$ cat src/rtl/cpu_pkg.sv
// cpu_pkg: shared opcode encodings and hazard-controller state type for the 16-bit CPU
package cpu_pkg;

    localparam logic [4:0] OP_HALT  = 5'b00000;
    localparam logic [4:0] OP_NOP   = 5'b00001;
    localparam logic [4:0] OP_SIIC  = 5'b00010;
    localparam logic [4:0] OP_RTI   = 5'b00011;
    localparam logic [4:0] OP_J     = 5'b00100;
    localparam logic [4:0] OP_JR    = 5'b00101;
    localparam logic [4:0] OP_JAL   = 5'b00110;
    localparam logic [4:0] OP_JALR  = 5'b00111;
    localparam logic [4:0] OP_ADDI  = 5'b01000;
    localparam logic [4:0] OP_SUBI  = 5'b01001;
    localparam logic [4:0] OP_XORI  = 5'b01010;
    localparam logic [4:0] OP_ANDNI = 5'b01011;
    localparam logic [4:0] OP_BEQZ  = 5'b01100;
    localparam logic [4:0] OP_BNEZ  = 5'b01101;
    localparam logic [4:0] OP_BLTZ  = 5'b01110;
    localparam logic [4:0] OP_BGEZ  = 5'b01111;
    localparam logic [4:0] OP_ST    = 5'b10000;
    localparam logic [4:0] OP_LD    = 5'b10001;
    localparam logic [4:0] OP_SLBI  = 5'b10010;
    localparam logic [4:0] OP_STU   = 5'b10011;
    localparam logic [4:0] OP_ROLI  = 5'b10100;
    localparam logic [4:0] OP_SLLI  = 5'b10101;
    localparam logic [4:0] OP_RORI  = 5'b10110;
    localparam logic [4:0] OP_SRLI  = 5'b10111;
    localparam logic [4:0] OP_LBI   = 5'b11000;
    localparam logic [4:0] OP_BTR   = 5'b11001;
    localparam logic [4:0] OP_SHIFT = 5'b11010;
    localparam logic [4:0] OP_ALU   = 5'b11011;
    localparam logic [4:0] OP_SEQ   = 5'b11100;
    localparam logic [4:0] OP_SLT   = 5'b11101;
    localparam logic [4:0] OP_SLE   = 5'b11110;
    localparam logic [4:0] OP_SCO   = 5'b11111;

    typedef enum logic {HZ_RUN, HZ_LU_HOLD} hz_state_e;

endpackage

$ cat src/rtl/reg_use_decode.sv
// reg_use_decode: which source-register fields an opcode actually reads
import cpu_pkg::*;

module reg_use_decode (
    input  logic [4:0] opcode,
    output logic       uses_rs,
    output logic       uses_rt
);

    assign uses_rs = !(opcode inside {OP_HALT, OP_NOP, OP_J, OP_JAL, OP_LBI});
    assign uses_rt = opcode inside {OP_ALU, OP_SHIFT, OP_SEQ, OP_SLT, OP_SLE, OP_SCO, OP_ST, OP_STU};

endmodule

$ cat src/rtl/hazard_ctrl_unit.sv
// hazard_ctrl_unit: load-use stall, memory-busy freeze and redirect flush control with perf counters
import cpu_pkg::*;

module hazard_ctrl_unit #(
    parameter int INSTR_W   = 16,
    parameter int REG_W     = 3,
    parameter int LU_CYCLES = 1,
    parameter int STAT_W    = 16
) (
    input  logic               clk,
    input  logic               rst_n,
    input  logic [INSTR_W-1:0] ifid_instr,
    input  logic [REG_W-1:0]   idex_rd,
    input  logic               idex_reg_wr,
    input  logic               idex_mem_rd,
    input  logic               idex_mem_wr,
    input  logic               ex_redirect,
    input  logic               mem_busy,
    output logic               pc_wr_en,
    output logic               ifid_wr_en,
    output logic               idex_bubble,
    output logic               ifid_flush,
    output logic               pipe_freeze,
    output logic [STAT_W-1:0]  stall_cnt,
    output logic [STAT_W-1:0]  flush_cnt
);

    hz_state_e  state, state_nxt;
    logic [1:0] lu_cnt, lu_cnt_nxt;
    logic       uses_rs, uses_rt, hit, stall, flush_ev;

    reg_use_decode u_dec (
        .opcode (ifid_instr[15:11]),
        .uses_rs(uses_rs),
        .uses_rt(uses_rt)
    );

    assign hit = idex_mem_rd & ~idex_mem_wr & idex_reg_wr &
                 ((uses_rs & (idex_rd == ifid_instr[10:8])) | (uses_rt & (idex_rd == ifid_instr[7:5])));
    assign stall    = ~mem_busy & ~ex_redirect & ((state == HZ_LU_HOLD) | hit);
    assign flush_ev = ~mem_busy & ex_redirect;

    // A frozen cycle falls through with state and lu_cnt unchanged.
    always_comb begin
        state_nxt  = state;
        lu_cnt_nxt = lu_cnt;
        if (flush_ev) begin
            state_nxt  = HZ_RUN;
            lu_cnt_nxt = 2'd0;
        end else if (stall && state == HZ_LU_HOLD) begin
            state_nxt  = (lu_cnt == 2'd1) ? HZ_RUN : HZ_LU_HOLD;
            lu_cnt_nxt = lu_cnt - 2'd1;
        end else if (stall && LU_CYCLES > 1) begin
            state_nxt  = HZ_LU_HOLD;
            lu_cnt_nxt = 2'(LU_CYCLES - 1);
        end
    end

    // Outputs fall back to idle values while reset is held.
    always_comb begin
        pipe_freeze = rst_n & mem_busy;
        ifid_flush  = rst_n & flush_ev;
        idex_bubble = rst_n & (flush_ev | stall);
        pc_wr_en    = ~rst_n | ~(mem_busy | stall);
        ifid_wr_en  = ~rst_n | ~(mem_busy | stall);
    end

    always_ff @(posedge clk or negedge rst_n) begin
        if (!rst_n) begin
            state     <= HZ_RUN;
            lu_cnt    <= 2'd0;
            stall_cnt <= '0;
            flush_cnt <= '0;
        end else begin
            state  <= state_nxt;
            lu_cnt <= lu_cnt_nxt;
            if (stall && !(&stall_cnt))
                stall_cnt <= stall_cnt + 1'b1;
            if (flush_ev && !(&flush_cnt))
                flush_cnt <= flush_cnt + 1'b1;
        end
    end

endmodule

$ cat config.mk
export PLATFORM = sky130hd
export DESIGN_NAME = hazard_ctrl_unit
export DESIGN_NICKNAME = d
export VERILOG_FILES = /design/src/rtl/cpu_pkg.sv /design/src/rtl/reg_use_decode.sv /design/src/rtl/hazard_ctrl_unit.sv
export SDC_FILE = /design/constraint.sdc
export NUM_CORES = 1
export LEC_CHECK = 0
export ABC_CLOCK_PERIOD_IN_PS = 5800
export BUFFER_PORTS_ARGS = -buffer_cell sky130_fd_sc_hd__buf_2
export CAP_MARGIN = 10
export CORE_MARGIN = 5
export CORE_UTILIZATION = 53
export DETAILED_ROUTE_END_ITERATION = 7
export GPL_ROUTABILITY_DRIVEN = 0
export MAX_ROUTING_LAYER = met4
export PLACE_DENSITY = 0.93
export SLEW_MARGIN = 20
export SYNTH_ARGS = -nofsm -noshare
export SYNTH_HDL_FRONTEND = slang
export SYNTH_SLANG_ARGS = --single-unit
$ cat constraint.sdc
create_clock -name clk -period 5.8 [get_ports clk]
set_clock_uncertainty 0.15 [all_clocks]
set_input_delay 0 -clock clk [delete_from_list [all_inputs] [get_ports clk]]
set_output_delay 0 -clock clk [all_outputs]
set_load 0.02 [all_outputs]
# [After elaboration in Yosys (flattened, before gate mapping)]
# Cells that the tools add are included.
# Widths: inputs -> output; s select.
[totals] latch_bits=0 reg_bits=35 ramBits=0 rom_bits=0 out_inout_bits=37 mem_count=0
[classes] shift=0 n_bitwise=21 div=0 mul=0 n_mux=5 order_cmp=0 eq_ne=15 addsub=3 reduce_logical=12
[ops] operator="$eq 5x5->1 const B" n=9
[ops] operator="$add 16x1->16 const B" n=2
[ops] operator="$reduce_and 16->1" n=2
[ops] operator="$and 1x1->1" n=11
[ops] operator="$eq 5x3->1 const B" n=2
[ops] operator="$reduce_bool 8->1" n=1
[ops] operator="$eq 3x3->1" n=2
[ops] operator="$eq 5x1->1 const B" n=1
[ops] operator="$logic_not 5->1" n=1
[ops] operator="$not 1->1" n=5
[ops] operator="$or 1x1->1" n=5
[ops] operator="$reduce_bool 5->1" n=1
[ops] operator="$mux 2" n=2
[ops] operator="$logic_and 1x1->1" n=3
[ops] operator="$logic_not 1->1" n=3
[ops] operator="$mux 1" n=3
[ops] operator="$eq 2x1->1 const B" n=1
[ops] operator="$reduce_bool 2->1" n=1
[ops] operator="$sub 2x1->2 const B" n=1

# [Logic depth before layout (Yosys ltp)]
# Gate-level depths: netlist (run 1).
[depth] depth_word=11 ltp_mapped=8 ltp_nobuf=8

# [Modules after synthesis]
# Synthesis (run 1) repeated with hierarchy kept, for this count alone.
[unflattened] cells_unflattened=186 hier_area_um2=1919.3
[by_module_without_submodules] module="hazard_ctrl_unit" area_each_um2=1859.3 n_inst=1 cells_per_inst=176
[by_module_without_submodules] module="reg_use_decode" area_each_um2=60.1 n_inst=1 cells_per_inst=10

# [Worst setup path after synthesis (run 1)]
# No wires, ideal clock.
[synth_path] path_type="flip-flop to flip-flop" start="reg stall_cnt[0]" end="reg stall_cnt[15]" stages_incl_launch_ff=9 path_slack_ns=3.744 setup_ns=0.129 arrival_ns=1.777 n_path_buf=1 path_cell_list="dfrtp_1 ha_1 and3_1 nand3_1 or3_1 a21boi_4 buf_6 nand4_1 xnor2_1"
[synth_between] elab_chain_cells=3 word_cells_on_any_way=4 classes_between="add/sub: 1; reduce/logical: 3"
[synth_lines] item="start: declaration" line_no="hazard_ctrl_unit.sv:24" source="output logic [STAT_W-1:0] stall_cnt,"
[synth_lines] item="start signal: assignment" line_no="hazard_ctrl_unit.sv:78" source="stall_cnt <= stall_cnt + 1'b1;"
[synth_lines] item="branches (longest 3 deep; another with $add 16x1->16)"
# Parallel ways; which one is timed is not known.
# A chain may end at the register's enable or synchronous reset.

# [Final worst setup path (run 1)]
[layout_path] start="reg flush_cnt[0]" end="reg flush_cnt[9]"
[layout_between] elab_chain_cells=3 word_cells_on_any_way=4 classes_between="add/sub: 1; reduce/logical: 3"
[layout_lines] item="start: declaration" line_no="hazard_ctrl_unit.sv:25" source="output logic [STAT_W-1:0] flush_cnt"
[layout_lines] item="start signal: assignment" line_no="hazard_ctrl_unit.sv:80" source="flush_cnt <= flush_cnt + 1'b1;"
[layout_lines] item="branches (longest 3 deep; another with $add 16x1->16)"
# Parallel ways; which one is timed is not known.

==> metrics.md, run 1 <==
| Metric | Value |
|---|---|
| Status | completed |
| First-pass GRT wire length | between 6 and 7 mm |
| Startpoint type of the worst setup path | flop |
| Max VDD drop | 0.152 mV |
| # clock sinks | 35 |
| Number of synthesized register bits | 35 |
| Final setup fails | 0 |
| Most common cell after layout, fill and taps aside | buf_2 |
| Comb pwr share | around 20% |
| Multi-input gate area in the final layout | about 900 um2 |
| Worst Path Buf+Inv | 0 |
| Critical path, cell by cell | ha_1 > and3_1 > nand3_1 > nor3_2 > nor2_2 > and3_1 > nand4_1 > xnor2_1 |
| Drt first-iter violations | 129 |
| TNS Setup | 0 ns |
| CP max stage cell | dfrtp_1 |
| First drt pass iteration count | 4 |
| Slowest stage delay, CP | between 0.4 and 0.5 ns |
| Fin nets | 266 |
| Max_cap viols | 0 |
| Antenna violations before repair | 0 |
| P_leak | 1.11 nW |
| Wire length per cell | 13.8 um |
| Yosys cell types | 34 |
| Fin util | 67.3% |
| CTS tree | built |
| Setup bufs post-CTS | 0 |
| Power density cells | ~260 nW/um2 |
| Avg Cell Area, Syn | 10.4 um2 |
| Die W | between 60 and 70 um |
| Syn-to-layout area delta | 25.0% |
| Cell Int Power | 406 uW |
| Die area | about 4600 um2 |
| Crit path max-delay family | simple AND/OR/NAND/NOR gates |
| Grt total ovfl | 0 |
| Worst setup EP type | flop |
| Post_cts resized | 0 |
| N_diodes | 0 |
| Critical Path RT | 5.90 ns |
| Clock power share | 30.4% |
| Sw power | 178 uW |
| Share of cells above drive strength 1 | 30.7% |
| Via count | between 1000 and 1500 |
| Flop pwr share | 49.7% |
| Cells after synthesis | 171 |
| I/O Buffers | 57 |
| Max clock buf depth | 2 |
| Highest Clock Rate | 0.457 GHz |
| Via/cell ratio | 5.18 |
| Critical hold path startpoint | idex_mem_wr |
| Post-DP HPWL | 2.97 mm |
| Final period util | 37.8% |
| Core area | roughly 3300 um2 |
| Fill cell count | 276 |
| Slew Viols, Final | 0 |
| Final ANT Viol Nets | 0 |
| I/O pins | 63 |
| Fraction of the yosys area taken by sequential cells | between 40 and 50% |
| Netlist Area Pre-Place | 1780 um2 |
| Hold buffers post-CTS | 4 |
| Mapped Nets | 200 |
| Die H | 68.0 um |
| Crit-path max FO | 7 |
| Reg-to-reg startpoint | flush_cnt[0] |
| Hold/Removal Path Class | input port to flop |
| Latest clock arrival within the worst-skew pair | 0.35 ns |
| Measured slew at the worst slew-check pin | 0.792 ns |
| Sequential Area | 876 um2 |
| Total GRT Usage | 18.9% |
| Post-Route WL | 3.91 mm |
| Clock transition at path regs | between 0.1 and 0.15 ns |
| Critical path startpoint | flush_cnt[0] |
| Sw Ratio | between 30 and 40% |
| Root Buffer | clkbuf_4 |
| Final hold vios | 0 |
| Most frequent cells in the layout | buf_2 (57), dfrtp_1 (35), xnor2_1 (29) |
| DR DRC count | 0 |
| Std cell rows | 21 |
| Arrival @ worst endpoint | around 2.3 ns |
| Yosys Warn Count | 0 |
| Initial Util | 53.9% |
| Relative slew margins | 47.2% |
| CTS buffer count | 5 |
| Unrepaired setup endpoints after global routing | false |
| Largest net degree at the start of global routing | 39 |
| Most frequent CP cell | and3_1 |
| Final min period | about 2.2 ns |
| Number of global-route vias before repair | 1461 |
| H-tree Lvls | 2 |
| CP Class | flop to flop |
## power by group through the flow
stage | clock network [mW] | logic, mW | registers (mW)
2_1_floorplan | 0 | 0.0417 | 0.320
6_report | 0.177 | 0.117 | 0.290
5_1_grt | 0.191 | 0.130 | 0.295
4_1_cts | 0.181 | 0.118 | 0.291
3_3_place_gp | 0 | 0.112 | 0.293
3_5_place_dp | 0 | 0.116 | 0.295
## synthesized netlist by cell type (all sizes together)
master   instances  area, um2
nand3           18       95.1
and3             8       51.3
nand2           14       52.6
nor2b            1       6.26
or3              1       6.26
and2             3       18.8
nor3             4       25.0
a21oi            5       25.0
o21a             2       15.0
a31oi            3       18.8
xor2             3       26.3
mux2             2       22.5
ha               3       37.5
o21ai            5       28.8
and2b            2       15.0
a21boi           1       18.8
nor2            12       47.6
nand4b           1       8.76
a311oi           1       8.76
and4             1       8.76
nand2b           1       6.26
inv              2       7.51
mux2i            2       20.0
a2111oi          1       8.76
dfrtp           35        876
xnor2           29        254
nand4            9       56.3
buf              2       18.8
## area by class of cell
| cell class | count | share of cell area (%) |
|---|---|---|
| inverter | 2 | 0.337 |
| sequential | 35 | 39.3 |
| timing repair buffer | 61 | 14.6 |
| tap | 46 | 2.58 |
| clock inverter | 3 | 1.96 |
| multi-input combinational | 132 | 39.6 |
| clock buffer | 5 | 1.68 |
## sequential cells by signal, indices dropped and copies added (netlist names)
signal / count
flush_cnt: 16
stall_cnt: 16
lu_cnt: 2
state: 1
## layer usage
layer | global-route usage [%] | vias to the layer above | wire (um)
li1 | - | 731 | -
met1 | 21.2 | 696 | 1650
met2 | 33.1 | 40 | 2040
met3 | 5.09 | 5 | 183
met4 | 4.96 | 0 | 42
met5 | - | - | 0
## metrics by stage
step           instances  hold slack, ns  cell area [um2]  setup WS, ns  power (mW)
2_1_floorplan        171          -0.446             1780          3.74       0.362
3_3_place_gp         272         -0.0319             2110          3.72       0.405
3_5_place_dp         272         -0.0259             2110          3.62       0.411
4_1_cts              284          0.0269             2230          3.60       0.590
5_1_grt              284          0.0504             2230          3.45       0.616
6_report             284          0.0290             2230          3.61       0.584
## tightest hold or removal path: cells and delay by family
family | cells | cell delay (ns)
buf+inv | 1 | 0.07
compound gates | 2 | 0.22
simple gates | 1 | 0.04
xor+xnor | 1 | 0.13
## cell families (layout without fill, tap and decap cells)
group / after synthesis / after routing / synth area share [%]
simple gates: 75 / 75 / 22.3
flops: 35 / 35 / 49.1
xor+xnor: 32 / 32 / 15.7
compound gates: 18 / 18 / 6.94
mux: 4 / 4 / 2.38
buf+inv: 4 / 71 / 1.47
fa+ha+maj: 3 / 3 / 2.10
## path summary, 6_finish.rpt
kind	end	depth (start not counted)	slack, ns
min in group asynchronous	flush_cnt[13]	2	0.12
max in group asynchronous	stall_cnt[0]	2	4.87
min	stall_cnt[0]	5	0.03
max reg2reg	flush_cnt[9]	8	3.61
max	flush_cnt[9]	8	3.61
min reg2reg	flush_cnt[14]	1	0.34
Power figures use the tool's default switching activity.
==> inputs of run 2 (changes only) <==
Settings changed: ABC_CLOCK_PERIOD_IN_PS 5800 to 2280, CORE_UTILIZATION 53 to 49, PLACE_DENSITY 0.93 to 0.88.
Clock period 5.8 ns to 2.28 ns, I/O delays scaled along.
==> run 2 against run 1 <==
  * Critical path depth decreased by 2
  * Hold slack worse by 0.026 ns
  * Cell count grew 1.4%
  * Via count rose by 0.95%
  * Clock-buffer cell count up 2
  * Sequential power rose to 2.6 times the previous value
  * Die area rose by 6.9%
  * Cell area up 0.79%
  * First-iteration DRC count is 46% lower
  * Core utilization down 5.0 points
  * Total power rose by 150%
  * Setup slack worse by 3.4 ns
  * Largest power group unchanged
  * Highest routed layer unchanged
==> metrics.md, run 2 (synthesis gave the netlist of run 1 again) <==
| Metric | Value |
|---|---|
| Final min period | 2.10 ns (-0.0855 ns) |
| Max clock buf depth | 2 (unchanged) |
| Initial Util | 49.5% (-4.4 points) |
| Max_cap viols | 0 (unchanged) |
| Startpoint type of the worst setup path | flop |
| Critical Path RT | 2.29 ns (-3.61 ns) |
| Share of cells above drive strength 1 | 30.4% (-0.26 points) |
| Power density cells | 650 nW/um2 (+150%) |
| Hold/Removal Path Class | input port to asynchronous set/reset pin |
| Latest clock arrival within the worst-skew pair | 0.28 ns (-0.07 ns) |
| Std cell rows | 22 (+4.8%) |
| Fin nets | 268 (+0.75%) |
| Die area | 4950 um2 (+6.9%) |
| Syn-to-layout area delta | 25.9% |
| Post-DP HPWL | 2.95 mm (-0.77%) |
| Final ANT Viol Nets | 0 (unchanged) |
| Slew Viols, Final | 0 (unchanged) |
| Highest Clock Rate | 0.475 GHz (+4.1%) |
| Antenna violations before repair | 0 (unchanged) |
| Core area | 3610 um2 (+8.9%) |
| Measured slew at the worst slew-check pin | 0.498 ns (-0.294 ns) |
| Status | completed |
| Final setup fails | 0 (unchanged) |
| Most common cell after layout, fill and taps aside | buf_2 |
| CTS tree | built |
| Worst setup EP type | flop |
| TNS Setup | 0 ns (unchanged) |
| Crit-path max FO | 12 (+5) |
| Final setup margin | 0.176 ns (-3.43 ns) |
| Wire length per cell | 13.0 um (-5.5%) |
| Most frequent cells in the layout | buf_2 (57), dfrtp_1 (35), xnor2_1 (29) |
| DR DRC count | 0 (unchanged) |
| Placed cells | 276 (+1.5%) |
| Setup bufs post-CTS | 0 (unchanged) |
| Max VDD drop | 0.349 mV (+130%) |
| I/O pins | 63 (unchanged) |
| H-tree Lvls | 2 (unchanged) |
| Post-Route WL | 3.75 mm (-4.2%) |
| CP Class | flop to flop |
| CTS buffer count | 5 (unchanged) |
| Largest net degree at the start of global routing | 24 (-38%) |
| Drt first-iter violations | 70 (-46%) |
| Root Buffer | clkbuf_8 |
| Die H | 70.3 um (+3.4%) |
| Clock transition at path regs | 0.07 ns (-0.05 ns) |
| P_leak | 1.12 nW (+0.63%) |
| Via/cell ratio | 5.16 (-0.45%) |
| Post-Layout Cell Count | 288 (+1.4%) |
| First drt pass iteration count | 4 (unchanged) |
| Arrival @ worst endpoint | 2.12 ns (-0.17 ns) |
| Final period util | 92.3% (+55 points) |
| First-pass GRT wire length | 6.16 mm (-3.5%) |
| Unrepaired setup endpoints after global routing | false |
| Final hold vios | 0 (unchanged) |
| Number of global-route vias before repair | 1430 (-2.1%) |
| N_diodes | 0 (unchanged) |
| WHS | 0.00279 ns (-0.0262 ns) |
| Critical path startpoint | stall_cnt[0] |
| Relative slew margins | 66.5% (+19 points) |
| # clock sinks | 35 (unchanged) |
| Placement Setup Slack | 0.198 ns (-3.42 ns) |
| Via count | 1486 (+0.95%) |
| Total GRT Usage | 16.3% (-2.6 points) |
| Reg-to-reg startpoint | stall_cnt[0] |
| Post_cts resized | 0 (unchanged) |
| Fin util | 62.3% (-5.0 points) |
| I/O Buffers | 57 (unchanged) |
| Die W | 70.3 um (+3.4%) |
| Hold buffers post-CTS | 4 (unchanged) |
| Grt total ovfl | 0 (unchanged) |
| Largest regs | flush_cnt (16), stall_cnt (16), lu_cnt (2) |
-- run 2: changes by cell type in the layout (fill, tap and decap cells not counted) --
cell,before,now
buf_4,0,2
clkinv_4,1,0
clkbuf_4,5,0
bufinv_16,1,0
clkbuf_1,0,2
clkbuf_8,0,5
-- run 2: worst paths after layout --
kind                                 to  slack (ns)  cells past startpoint
setup / recovery           stall_cnt[1]        0.18                      6
hold / removal             stall_cnt[7]       0.003                      2
setup reg to reg           stall_cnt[1]        0.18                      6
hold reg to reg            stall_cnt[8]        0.34                      1
max in group asynchronous  stall_cnt[1]        1.38                      3
min in group clk           stall_cnt[5]        0.10                      5
-- run 2: routing by layer --
metal	share of wire [%]	GRT usage (%)
met3	5.0	3.60
met5	0	-
met4	1.4	7.02
met1	42	17.9
met2	52	28.2
-- run 2: power breakdown --
group / internal [mW] / switching [mW] / total (mW)
Sequential: 0.678 / 0.0662 / 0.744
Combinational: 0.127 / 0.169 / 0.295
Clock: 0.214 / 0.207 / 0.421
-- run 2: final cells by class --
type / instances / area [um2]
inverters: 2 / 7.51
multi-input cells: 132 / 882
well taps: 48 / 60.1
repair buffers: 63 / 340
clock inverters: 1 / 5.00
clock buffers: 7 / 76.3
fillers: 318 / 1360
flip-flops and latches: 35 / 876
-- run 2: stage by stage --
step                power [mW]  area, um2
detailed placement        1.05       2130
global route              1.53       2250
global placement          1.04       2130
CTS                       1.47       2250
floorplan                0.921       1780
finish                    1.46       2250
-- run 2: worst max-delay path, cell delays in order, from the launching register on --
cell and delay (ns):
dfrtp_1 0.43, ha_1 0.25, and3_1 0.18, nand3_1 0.11
or3_1 0.13, a21boi_4 0.35, mux2_2 0.38
==> inputs of run 3 (changes only) <==
Settings changed: CORE_MARGIN 5 to not set.
==> run 3 against run 2 <==
  * Maximum frequency rose by 0.30%
  * Sequential cell count did not move
  * Core utilization rose by 3.4 points
  * Die area fell by 21%
  * Global-route usage rose by 5.5 points
  * Combinational power rose by 3%
  * Via count rose by 4.2%
  * Total power fell by 2.3%
  * Hold slack improved by 0.027 ns
==> metrics.md, run 3 (synthesis gave the netlist of run 1 again) <==
| Metric | Value |
|---|---|
| Status | completed |
| Max_cap viols | 0 (unchanged) |
| DR DRC count | 0 (unchanged) |
| Measured slew at the worst slew-check pin | 0.510 ns (+0.0114 ns) |
| Sw Ratio | 30.7% (+0.49 points) |
| Final period util | 92.0% (-0.27 points) |
| Startpoint type of the worst setup path | flop |
| Placed cells | 274 (-0.72%) |
| CP max stage cell | dfrtp_1 |
| Comb pwr share | 21.4% (+1.2 points) |
| Power density cells | 636 nW/um2 (-2.2%) |
| First-pass GRT wire length | 6.51 mm (+5.6%) |
| Share of cells above drive strength 1 | 31.1% (+0.70 points) |
| CP Class | flop to flop |
| Grt total ovfl | 0 (unchanged) |
| Slowest stage delay, CP | 0.44 ns (about the same) |
| Fin util | 65.7% (+3.4 points) |
| Critical path, cell by cell | ha_1 > and3_1 > nand3_1 > or3_1 > a21boi_4 > mux2_2 |
| Post-route design area | 2240 um2 (-0.17%) |
| I/O Buffers | 57 (unchanged) |
| I/O pins | 63 (unchanged) |
| N_diodes | 0 (unchanged) |
| DP Area | 2120 um2 (-0.12%) |
| Post-DP HPWL | 2.78 mm (-5.6%) |
| Post_cts resized | 0 (unchanged) |
| Total GRT Usage | 21.8% (+5.5 points) |
| Core area | 3420 um2 (-5.3%) |
| First drt pass iteration count | 4 (unchanged) |
| Final hold vios | 0 (unchanged) |
| CTS buffer count | 5 (unchanged) |
| Final setup fails | 0 (unchanged) |
| Die W | 62.3 um (-11%) |
| Die H | 62.3 um (-11%) |
| Final ANT Viol Nets | 0 (unchanged) |
| Crit-path max FO | 6 (-6) |
| Final min period | 2.10 ns (-0.00621 ns) |
| Sw power | 439 uW (-0.72%) |
| Drt first-iter violations | 86 (+23%) |
| P_leak | 1.12 nW (+0.12%) |
| Clock transition at path regs | 0.11 ns (+0.04 ns) |
| Clock power share | 26.7% (-2.1 points) |
| Syn-to-layout area delta | 25.7% |
| Number of global-route vias before repair | 1446 (+1.1%) |
| Initial Util | 52.2% (+2.8 points) |
| Largest regs | flush_cnt (16), stall_cnt (16), lu_cnt (2) |
| Flop pwr share | 51.9% (+0.9 points) |
| Die area | 3890 um2 (-21%) |
| Max clock buf depth | 2 (unchanged) |
| Most common cell after layout, fill and taps aside | buf_2 |
| Largest net degree at the start of global routing | 25 (+4.2%) |
| Std cell rows | 21 (-4.5%) |
| Root Buffer | clkbuf_4 |
| Arrival @ worst endpoint | 2.18 ns (+0.06 ns) |
| Post-Route WL | 3.76 mm (+0.16%) |
| Antenna violations before repair | 0 (unchanged) |
| Relative slew margins | 66.0% (-0.51 points) |
| Via count | 1549 (+4.2%) |
| CTS tree | built |
| # clock sinks | 35 (unchanged) |
| Fin nets | 269 (+0.37%) |
| Hold/Removal Path Class | input port to asynchronous set/reset pin |
| TNS Setup | 0 ns (unchanged) |
| Cell Int Power | 988 uW (-3.0%) |
| H-tree Lvls | 2 (unchanged) |
| Max VDD drop | 0.466 mV (+33%) |
| Most frequent cells in the layout | buf_2 (57), dfrtp_1 (35), xnor2_1 (29) |
| Post-Layout Cell Count | 287 (-0.35%) |
| Critical Path RT | 2.36 ns (+0.07 ns) |
| Worst setup EP type | flop |
| Wire length per cell | 13.1 um (+0.51%) |
| Highest Clock Rate | 0.477 GHz (+0.30%) |
| Fill cell count | 288 (-9.4%) |
| Via/cell ratio | 5.40 (+4.6%) |
| Unrepaired setup endpoints after global routing | false |
| Slew Viols, Final | 0 (unchanged) |
| Latest clock arrival within the worst-skew pair | 0.33 ns (+0.05 ns) |
==> run 3: layout make-up <==
class / instances / area (um2) / area share (%)
inverter: 2 / 7.51 / 0.335
sequential: 35 / 876 / 39.0
clock buffer: 8 / 68.8 / 3.07
multi-input combinational: 133 / 893 / 39.8
tap: 46 / 57.6 / 2.57
timing repair buffer: 63 / 340 / 15.2
==> run 3: worst paths after layout <==
kind | slack (ns) | to | startpoint | depth (start not counted)
max | 0.18 | stall_cnt[1] | stall_cnt[0] | 6
min | 0.03 | stall_cnt[4] | rst_n | 2
max reg2reg | 0.18 | stall_cnt[1] | stall_cnt[0] | 6
min reg2reg | 0.35 | flush_cnt[9] | flush_cnt[9] | 1
max in group asynchronous | 1.36 | stall_cnt[9] | rst_n | 3
min in group clk | 0.06 | stall_cnt[5] | idex_mem_wr | 5
==> run 3: through the flow <==
step,setup slack (ns),power (mW),hold WS [ns]
after floorplan,0.224,0.921,-0.446
after global placement,0.246,1.03,-0.157
after detailed placement,0.191,1.05,-0.151
after CTS,0.169,1.44,0.0180
after global routing,0.0463,1.51,0.0623
final,0.182,1.43,0.0296
==> run 3: critical path, delay by kind of cell, from the launching register on <==
| family | cells | cell delay [ns] |
|---|---|---|
| and+or+nand+nor | 3 | 0.70 |
| DFF | 1 | 0.44 |
| muxes | 1 | 0.28 |
| adders and majority gates | 1 | 0.22 |
| AOI/OAI and AO/OA | 1 | 0.19 |
==> run 3: what timing repair did <==
action | 4_1_cts | 5_1_grt
setup endpoints to repair | 0 | 1
hold endpoints to repair | 38 | 0
hold buffers | 4 | 0
setup buffers | 0 | 0
==> run 3: routing by layer <==
metal	up-vias	part of all wire, %	GRT usage [%]	wire length, um
met2	47	50	36.1	1900
li1	743	-	-	-
met5	-	0	-	0
met3	6	4.0	4.23	149
met1	753	44	26.7	1670
met4	0	1.1	7.27	40
==> run 3: power by group through the flow <==
stage | sequential, mW | combinational, mW | clock (mW)
global route | 0.754 | 0.331 | 0.424
finish | 0.741 | 0.305 | 0.381
floorplan | 0.815 | 0.106 | 0
CTS | 0.740 | 0.309 | 0.388
global placement | 0.747 | 0.287 | 0
detailed placement | 0.751 | 0.295 | 0
